===== config.mk =====
export PLATFORM = sky130hd
export DESIGN_NAME = decoder
export DESIGN_NICKNAME = d
export VERILOG_FILES = /design/src/rtl/decoder.sv
export SDC_FILE = /design/constraint.sdc
export NUM_CORES = 1
export LEC_CHECK = 0
export ABC_AREA = 1
export BUFFER_PORTS_ARGS = -buffer_cell sky130_fd_sc_hd__buf_2
export CORE_AREA = 4 4 41 43
export DETAILED_ROUTE_END_ITERATION = 12
export DIE_AREA = 0 0 45 47
export PLACE_DENSITY = 0.66
export SKIP_CTS_REPAIR_TIMING = 1
export SLEW_MARGIN = 40
export SYNTH_ARGS = -nofsm -noshare
export SYNTH_HDL_FRONTEND = slang
export SYNTH_SLANG_ARGS = --single-unit
export TNS_END_PERCENT = 50

===== constraint.sdc =====
create_clock -name clk -period 2.39 [get_ports clk]
set_clock_uncertainty 0.15 [all_clocks]
set_input_delay 0.1195 -clock clk [delete_from_list [all_inputs] [get_ports clk]]
set_output_delay 0.1195 -clock clk [all_outputs]
set_load 0.01 [all_outputs]

===== src/rtl/decoder.sv =====
// 3-to-8 one-hot decoder with a combinational output, a registered copy and a code-change pulse.
// Optional DECODER_ONEHOT_CHECK_EN adds a sticky err flag and a one-hot assertion on d.
module decoder (
    input  logic       clk,
    input  logic       rst_n,
    input  logic       a,
    input  logic       b,
    input  logic       c,
    output logic [7:0] d,
    output logic [7:0] d_q,
    output logic [2:0] code_q,
    output logic       chg
`ifdef DECODER_ONEHOT_CHECK_EN
    ,
    output logic       err
`endif
);

    logic [2:0] code;
    logic [7:0] d_q_d;
    logic [2:0] code_q_d;
    logic       chg_q;
    logic       chg_d;

    assign code = {a, b, c};

    always_comb begin
        d       = 8'h00;
        d[code] = 1'b1;
    end

    always_comb begin
        d_q_d    = d;
        code_q_d = code;
        chg_d    = (code != code_q);
    end

    always_ff @(posedge clk) begin
        if (!rst_n) begin
            d_q    <= 8'h00;
            code_q <= 3'b000;
            chg_q  <= 1'b0;
        end else begin
            d_q    <= d_q_d;
            code_q <= code_q_d;
            chg_q  <= chg_d;
        end
    end

    assign chg = chg_q;

`ifdef DECODER_ONEHOT_CHECK_EN
    // d_q == 0 is the legal "no selection yet" value, so only multi-hot raises err
    logic err_q;
    logic err_d;

    always_comb begin
        err_d = err_q | ((d_q & (d_q - 8'd1)) != 8'h00);
    end

    always_ff @(posedge clk) begin
        if (!rst_n) begin
            err_q <= 1'b0;
        end else begin
            err_q <= err_d;
        end
    end

    assign err = err_q;

    always_comb begin
        if (!$isunknown(code)) begin
            assert ($onehot(d));
        end
    end
`endif

endmodule


==> flow_metrics.env, run 1 <==
export IMPL_status="complete, no violations"
export IMPL_drt_initial_drc_count=6
export IMPL_wl_per_cell_um=9.78
export IMPL_numCtsBuffers=3
export IMPL_ys_warnings_count=0
export IMPL_grt_pass1_wl_um=1420
export IMPL_layout_commonest_cell="buf_2"
export IMPL_worst_path_max_fanout=5
export IMPL_port_buffers=24
export IMPL_finalSetupTns_ns=0
export IMPL_pre_cts_ws_ns=1.41
export IMPL_clock_path_buffers=2
export IMPL_cp_start_kind="primary input"
export IMPL_core_area_mm2=0.00130
export IMPL_worst_hold_path_type="primary input to flop"
export IMPL_fmax_mhz=657
export IMPL_critPathTopFamily="buffers and inverters"
export IMPL_fin_util=0.476
export IMPL_cp_slowest_stage_delay_ns=0.53
export IMPL_path_clk_slew_ns=0.07
export IMPL_cap_violations=0
export IMPL_vias_per_cell=4.20
export IMPL_grt_max_degree=12
export IMPL_power_leakage_uw=0.000365
export IMPL_rsz0062_at_grt="false"
export IMPL_slew_violations=0
export IMPL_drive_gt1_frac=0.369
export IMPL_ir_worst_vdd_v=0.000326
export IMPL_cp_arrival_ns=1.25
export IMPL_setup_violations=0
export IMPL_first_pass_iters=2
export IMPL_cp_num_buf_inv=4
export IMPL_gp_congestion=0.803
export IMPL_ys_types=10
export IMPL_worst_ep_required_time_ns=2.12
export IMPL_dieArea_mm2=0.00212
export IMPL_powerDensity_mw_per_mm2=684
export IMPL_clk_latency_ns=0.27
export IMPL_h_tree_depth=1
export IMPL_ant_nets=0
export IMPL_vias=416
export IMPL_area_growth_pct=45.6
export IMPL_holdWs_ns=0.0218
export IMPL_ctsRootBufferMaster="clkbuf_4"
export IMPL_die_y_um=47
export IMPL_die_w_um=45
export IMPL_row_count=13
export IMPL_hpwl_um=740
export IMPL_antenna_cells=0
export IMPL_synth_area_um2=425
export IMPL_tightest_slew_ns=0.190
export IMPL_ys_ff_latch=12
export IMPL_setup_worst_path_class="primary input to output pin"
export IMPL_grt_pass1_vias=348
export IMPL_drcViolationCount=0
export IMPL_syn_area_per_cell_um2=7.88
export IMPL_antenna_found_initial=0
export IMPL_hold_violations=0
export IMPL_gr_total_overflow=0
export IMPL_num_io_pins=25
export IMPL_syn_nets=59
export IMPL_initial_utilization=0.327
export IMPL_relSlewSlack=0.873
export IMPL_final_cell_mix="buf_2 (24), nand2_1 (12), nor2_1 (12), dfxtp_1 (12), inv_1 (9)"
export IMPL_grt_usage=0.0975
export IMPL_fin_ws_ns=0.868
export IMPL_cp_end_kind="output pin"
export IMPL_period_minus_slack_ns=1.52
export IMPL_ys_seq_area_frac=0.565
export IMPL_wirelength_um=968
export IMPL_fin_crit_sh=0.637
export IMPL_worst_path_most_repeated_cell="buf_2"
export IMPL_slowest_stage="dlygate4sd3_1"
export IMPL_cts_tree="yes"
export IMPL_cts_sinks=12
export IMPL_fin_nets=90
export IMPL_synthCells=54
export IMPL_crit_chain="dlygate4sd3_1, buf_2, inv_1, nand2_1, nor2_1, buf_2"
## worst register-to-register path, delay by kind of cell (launching register included)
kind            cells  cell delay, ns
compound gates      1            0.05
buf+inv             1            0.05
simple gates        3            0.22
flops               1            0.35
## cells in the mapped netlist, drive strengths merged
| cell type | n | share of area |
|---|---|---|
| inv | 9 | 0.079 |
| dfxtp | 12 | 0.56 |
| nor3 | 4 | 0.047 |
| a21oi | 1 | 0.021 |
| buf | 1 | 0.026 |
| nor2 | 13 | 0.12 |
| xnor2 | 1 | 0.021 |
| nand2 | 13 | 0.12 |
## area by class of cell
type                    instances  area [µm²]
clock buffers                   4        36.3
flip-flops and latches         12         240
well taps                      15        18.8
fillers                       137         682
inverters                       9        33.8
multi-input cells              32         140
repair buffers                 27         150
## cell families (layout without fill, tap and decap cells)
kind of cell | Yosys count | in the layout | share of synthesized area
simple gates | 30 | 30 | 0.288
flops | 12 | 12 | 0.565
buf+inv | 10 | 40 | 0.106
compound gates | 1 | 1 | 0.0206
xor+xnor | 1 | 1 | 0.0206
## through the flow
stage | area (µm²) | power, µW | instances
after global placement | 553 | 266 | 92
after global routing | 619 | 443 | 99
final | 619 | 424 | 99
after detailed placement | 553 | 266 | 92
after floorplan | 425 | 246 | 54
after CTS | 589 | 426 | 96
## final timing paths
path                   from     end  slack, ns  cells after the start
hold reg to reg   code_q[2]     chg       0.43                      2
hold / removal            c  d_q[0]       0.02                      2
setup / recovery          b    d[0]       0.87                      6
setup reg to reg  code_q[1]     chg       1.46                      5
## state kept, by name (all words and copies together), names as in the netlist
name,cells
code_q,3
chg,1
d_q,8
## routing by layer
metal | wire, µm | global-route usage
met5 | 0 | 0
met1 | 392 | 0.0989
met2 | 447 | 0.164
met4 | 28 | 0.0877
met3 | 99 | 0.0268
## where the power goes
part	leakage, µW	internal, µW	switching, µW
combinational	0.000245	22.2	32.4
clock	0.0000210	92.6	66.7
sequential	0.0000985	207	2.59
(Power assumes the default switching activity.)
==> inputs of run 2 (changes only) <==
--- a/config.mk
+++ b/config.mk
@@ -10,7 +10,7 @@
 export CORE_AREA = 4 4 41 43
 export DETAILED_ROUTE_END_ITERATION = 12
 export DIE_AREA = 0 0 45 47
-export PLACE_DENSITY = 0.66
+export PLACE_DENSITY = 0.68
 export SKIP_CTS_REPAIR_TIMING = 1
 export SLEW_MARGIN = 40
 export SYNTH_ARGS = -nofsm -noshare
==> constraint.sdc (replaced) <==
create_clock -name clk -period 1.2 [get_ports clk]
set_clock_uncertainty 0.15 [all_clocks]
set_input_delay 0.06 -clock clk [delete_from_list [all_inputs] [get_ports clk]]
set_output_delay 0.06 -clock clk [all_outputs]
set_load 0.01 [all_outputs]
==> run 2 against run 1 <==
  * The flow now finishes with violations (hold timing)
  * Combinational power increased by 110%
  * Global-route usage increased by 1.4 points
  * Clock power increased by 99%
  * Core utilization increased by 0.77 points
  * Sequential share of layout area decreased by 0.62 points
  * Non-clock buffer count increased by 1
  * Hold slack got worse by 0.028 ns
  * Cell area increased by 1.6%
  * Count of clock-buffer cells in the layout unchanged
  * Routed wire length increased by 6.4%
  * Worst setup slack got worse by 0.64 ns
  * Critical endpoint is now d_q[0]
==> flow_metrics.env, run 2 (synthesis results as in run 1) <==
export IMPL_status="complete, but fails checks"
export IMPL_violations="hold timing"
export IMPL_critPathTopFamily="buffers and inverters"
export IMPL_antenna_cells=0
export IMPL_num_io_pins=25
export IMPL_global_route_usage_met2=0.184
export IMPL_fin_util=0.484
export IMPL_layout_commonest_cell="buf_2"
export IMPL_p_comb_frac=0.133
export IMPL_met3_usage=0.0575
export IMPL_vias_per_cell=4.27
export IMPL_ant_nets=0
export IMPL_regMostFlops="d_q"
export IMPL_holdWs_ns=-0.00670
export IMPL_dp_cells=92
export IMPL_worst_path_max_fanout=8
export IMPL_cp_slowest_stage_delay_ns=0.61
export IMPL_port_buffers=24
export IMPL_fmax_mhz=1020
export IMPL_largest_reg_flops=8
export IMPL_wirelength_um=1030
export IMPL_ir_worst_vdd_v=0.000979
export IMPL_clk_latency_ns=0.27
export IMPL_rsz0062_at_grt="false"
export IMPL_gp_congestion=0.819
export IMPL_dieArea_mm2=0.00212
export IMPL_antenna_found_initial=0
export IMPL_hpwl_um=749
export IMPL_relSlewSlack=0.888
export IMPL_ctsRootBufferMaster="clkbuf_4"
export IMPL_die_y_um=47
export IMPL_fin_crit_sh=0.814
export IMPL_setup_worst_path_class="primary input to flop"
export IMPL_crit_chain="buf_2, dlygate4sd3_1, nor3_1"
export IMPL_die_w_um=45
export IMPL_finalSetupTns_ns=0
export IMPL_cp_end_kind="flop"
export IMPL_powerDensity_mw_per_mm2=1350
export IMPL_slowest_stage="dlygate4sd3_1"
export IMPL_cp_start_kind="primary input"
export IMPL_grt_busiest_layer="met2"
export IMPL_core_area_mm2=0.00130
export IMPL_clock_path_buffers=2
export IMPL_grt_pass1_vias=383
export IMPL_power_leakage_uw=0.000370
export IMPL_finalNonFillerCells=100
export IMPL_row_count=13
export IMPL_cap_violations=0
export IMPL_final_cell_area_um2=629
export IMPL_area_growth_pct=47.9
export IMPL_worst_hold_path_type="primary input to flop"
export IMPL_slew_violations=0
export IMPL_period_minus_slack_ns=0.976
export IMPL_numCtsBuffers=3
export IMPL_grt_max_degree=12
export IMPL_initial_utilization=0.327
export IMPL_wl_per_cell_um=10.3
export IMPL_drcViolationCount=0
export IMPL_power_uw=849
export IMPL_worst_ep_required_time_ns=1.25
export IMPL_met1_usage=0.104
export IMPL_cp_arrival_ns=1.02
export IMPL_setup_violations=0
export IMPL_cts_tree="yes"
export IMPL_cellInternalPower_uw=644
export IMPL_h_tree_depth=1
export IMPL_final_cell_mix="buf_2 (24), nand2_1 (12), nor2_1 (12), dfxtp_1 (12), inv_1 (9)"
export IMPL_seqPwrFrac=0.493
export IMPL_drive_gt1_frac=0.365
export IMPL_grt_pass1_wl_um=1550
export IMPL_p_clk_frac=0.374
export IMPL_cts_sinks=12
export IMPL_vias=427
export IMPL_grt_usage=0.111
export IMPL_path_clk_slew_ns=0.07
export IMPL_hold_violations=4
export IMPL_switching_share=0.241
export IMPL_drt_initial_drc_count=4
export IMPL_first_pass_iters=4
export IMPL_fin_nets=91
export IMPL_cp_num_buf_inv=2
export IMPL_place_area_um2=553
export IMPL_tightest_slew_ns=0.166
export IMPL_gr_total_overflow=0
export IMPL_power_switching_uw=204
[run 2: changes by cell type in the layout (fill, tap and decap cells not counted)]
cell / delta
dlygate4sd3_1: +1
[run 2: worst paths after layout]
path	startpoint	end	slack, ns	depth (start not counted)
hold reg to reg	code_q[2]	chg	0.43	2
setup / recovery	c	d_q[0]	0.22	3
hold / removal	b	d_q[7]	-0.007	3
setup reg to reg	code_q[0]	chg	0.26	5
[run 2: worst register-to-register path: stages, from the launching register on]
cell	delay (ns)
dfxtp_1	0.35
inv_1	0.06
nand2_2	0.05
nand2_1	0.06
nor2_2	0.11
a21oi_2	0.05
[run 2: layer usage]
layer	share of wire	vias to the layer above
met5	0	-
met1	0.38	186
li1	-	220
met3	0.098	4
met4	0.024	0
met2	0.49	17
[run 2: power by group through the flow]
stage / clock network (µW) / registers (µW) / logic, µW
2_1_floorplan: 0 / 437 / 53.3
6_report: 317 / 419 / 112
3_3_place_gp: 0 / 428 / 101
4_1_cts: 331 / 419 / 103
5_1_grt: 354 / 420 / 125
3_5_place_dp: 0 / 428 / 102
[run 2: area by class of cell]
| cell class | count | area (µm²) |
|---|---|---|
| Multi-Input combinational cell | 32 | 140 |
| Timing Repair Buffer | 28 | 160 |
| Tap cell | 15 | 18.8 |
| Clock buffer | 4 | 36.3 |
| Inverter | 9 | 33.8 |
| Sequential cell | 12 | 240 |
| Fill cell | 139 | 672 |
[run 2: through the flow]
| stage | setup WS, ns | hold slack, ns |
|---|---|---|
| after global routing | 0.122 | 0.0101 |
| after detailed placement | 0.282 | 0.149 |
| after global placement | 0.286 | 0.147 |
| after floorplan | 0.258 | 0.00345 |
| after CTS | 0.209 | -0.137 |
| final | 0.224 | -0.00670 |
==> inputs of run 3 (changes only) <==
--- a/config.mk
+++ b/config.mk
@@ -10,7 +10,7 @@
 export CORE_AREA = 4 4 41 43
 export DETAILED_ROUTE_END_ITERATION = 12
 export DIE_AREA = 0 0 45 47
-export PLACE_DENSITY = 0.68
+export PLACE_DENSITY = 0.66
 export SKIP_CTS_REPAIR_TIMING = 1
 export SLEW_MARGIN = 40
 export SYNTH_ARGS = -nofsm -noshare
==> constraint.sdc (replaced) <==
create_clock -name clk -period 1 [get_ports clk]
set_clock_uncertainty 0.15 [all_clocks]
set_input_delay 0.05 -clock clk [delete_from_list [all_inputs] [get_ports clk]]
set_output_delay 0.05 -clock clk [all_outputs]
set_load 0.01 [all_outputs]
==> run 3 against run 2 <==
  * The flow still finishes with violations (hold timing)
  * Clock power rose by 25%
  * Combinational power rose by 24%
  * Via count rose by 1.2%
  * Count of clock-buffer cells in the layout did not move
  * First-iteration DRC count fell by 50%
  * Sequential share of layout area fell by 0.48 points
  * Largest cell class unchanged
==> flow_metrics.env, run 3 (synthesis results as in run 1) <==
export IMPL_status="complete, but fails checks"
export IMPL_violations="hold timing"
export IMPL_crit_chain="buf_2"
export IMPL_final_cell_mix="buf_2 (24), nor2_1 (12), nand2_1 (11), dfxtp_1 (11), inv_1 (9)"
export IMPL_grt_pass1_vias=381
export IMPL_pre_cts_ws_ns=0.0740
export IMPL_hold_violations=10
export IMPL_row_count=13
export IMPL_die_y_um=47
export IMPL_grt_usage=0.114
export IMPL_cts_tree="yes"
export IMPL_rsz0062_at_grt="false"
export IMPL_ctsRootBufferMaster="clkbuf_4"
export IMPL_cp_num_buf_inv=1
export IMPL_r2r_end="chg"
export IMPL_grt_pass1_wl_um=1640
export IMPL_wirelength_um=1020
export IMPL_endpoint="code_q[1]"
export IMPL_vias_per_cell=4.28
export IMPL_setup_violations=0
export IMPL_cts_sinks=12
export IMPL_fin_ws_ns=0.0384
export IMPL_slew_violations=0
export IMPL_cp_arrival_ns=0.76
export IMPL_initial_utilization=0.327
export IMPL_cp_start_kind="flop"
export IMPL_cap_violations=0
export IMPL_r2r_slack_ns=0.10
export IMPL_cp_slowest_stage_delay_ns=0.35
export IMPL_ir_worst_vdd_v=0.000670
export IMPL_vias=432
export IMPL_antenna_cells=0
export IMPL_reg2regPathDepth=5
export IMPL_fin_crit_sh=0.962
export IMPL_drcViolationCount=0
export IMPL_core_area_mm2=0.00130
export IMPL_wl_per_cell_um=10.1
export IMPL_tightest_slew_ns=0.164
export IMPL_relSlewSlack=0.890
export IMPL_layout_commonest_cell="buf_2"
export IMPL_clk_latency_ns=0.28
export IMPL_gr_total_overflow=0
export IMPL_worst_hold_path_type="primary input to flop"
export IMPL_dieArea_mm2=0.00212
export IMPL_finalSetupTns_ns=0
export IMPL_area_growth_pct=50.6
export IMPL_path_clk_slew_ns=0.08
export IMPL_regMostFlops="d_q"
export IMPL_hpwl_um=758
export IMPL_finalNonFillerCells=101
export IMPL_clock_path_buffers=2
export IMPL_crit_start="code_q[1]"
export IMPL_worst_path_max_fanout=3
export IMPL_h_tree_depth=1
export IMPL_port_buffers=24
export IMPL_ant_nets=0
export IMPL_power_leakage_uw=0.000372
export IMPL_rr_startpoint="code_q[1]"
export IMPL_path_depth=1
export IMPL_worst_ep_required_time_ns=0.80
export IMPL_fmax_mhz=1040
export IMPL_gp_congestion=0.714
export IMPL_period_minus_slack_ns=0.962
export IMPL_largest_reg_flops=8
export IMPL_powerDensity_mw_per_mm2=1620
export IMPL_critPathTopFamily="flip-flops"
export IMPL_slowest_stage="dfxtp_1"
export IMPL_holdWs_ns=-0.0346
export IMPL_dp_cells=93
export IMPL_num_io_pins=25
export IMPL_first_pass_iters=2
export IMPL_cp_end_kind="output pin"
export IMPL_drt_initial_drc_count=2
export IMPL_antenna_found_initial=0
export IMPL_nFillCells=146
export IMPL_fin_nets=92
export IMPL_drive_gt1_frac=0.395
export IMPL_numCtsBuffers=3
export IMPL_grt_max_degree=9
export IMPL_setup_worst_path_class="flop to output pin"
export IMPL_die_w_um=45
## run 3: cell count changes in the layout (fill, tap and decap cells not counted)
cell / previous run / this run
dfxtp_1: 12 / 11
dfxtp_2: 0 / 1
nand2_1: 12 / 11
nand2_2: 1 / 2
buf_4: 0 / 1
## run 3: stage by stage
step	util	cell area, µm²	total power [µW]	hold slack (ns)
6_report	0.492	641	1040	-0.0346
4_1_cts	0.459	597	1030	-0.152
2_1_floorplan	-	425	588	-0.00655
3_3_place_gp	0.431	561	637	0.139
5_1_grt	0.492	641	1080	-0.00262
3_5_place_dp	0.431	561	640	0.141
## run 3: layout make-up
class | instances | area (µm²) | area share
inverters | 9 | 33.8 | 0.0527
repair buffers | 29 | 168 | 0.262
clock buffers | 4 | 36.3 | 0.0566
multi-input cells | 32 | 143 | 0.223
flip-flops and latches | 12 | 241 | 0.377
well taps | 15 | 18.8 | 0.0293
## run 3: worst min-delay path by stage
stage,from,to,cells after the start
finish,rst_n,code_q[0],3
global route,rst_n,d_q[6],3
CTS,b,code_q[1],3
detailed placement,b,code_q[1],3
global placement,b,code_q[1],3
floorplan,b,code_q[1],2
## run 3: power breakdown
group | switching (µW) | internal (µW)
clock | 173 | 222
combinational | 80.4 | 58.6
sequential | 6.29 | 496
## run 3: tightest hold or removal path, stage by stage
cell,delay [ns]
buf_2,0.11
nand2_1,0.13
inv_1,0.08
## run 3: routing by layer
metal	GRT usage	vias up	share of wire
met5	0	-	0
met4	0.105	0	0.035
met3	0.0230	5	0.090
met2	0.186	17	0.48
met1	0.124	188	0.39
li1	-	222	-
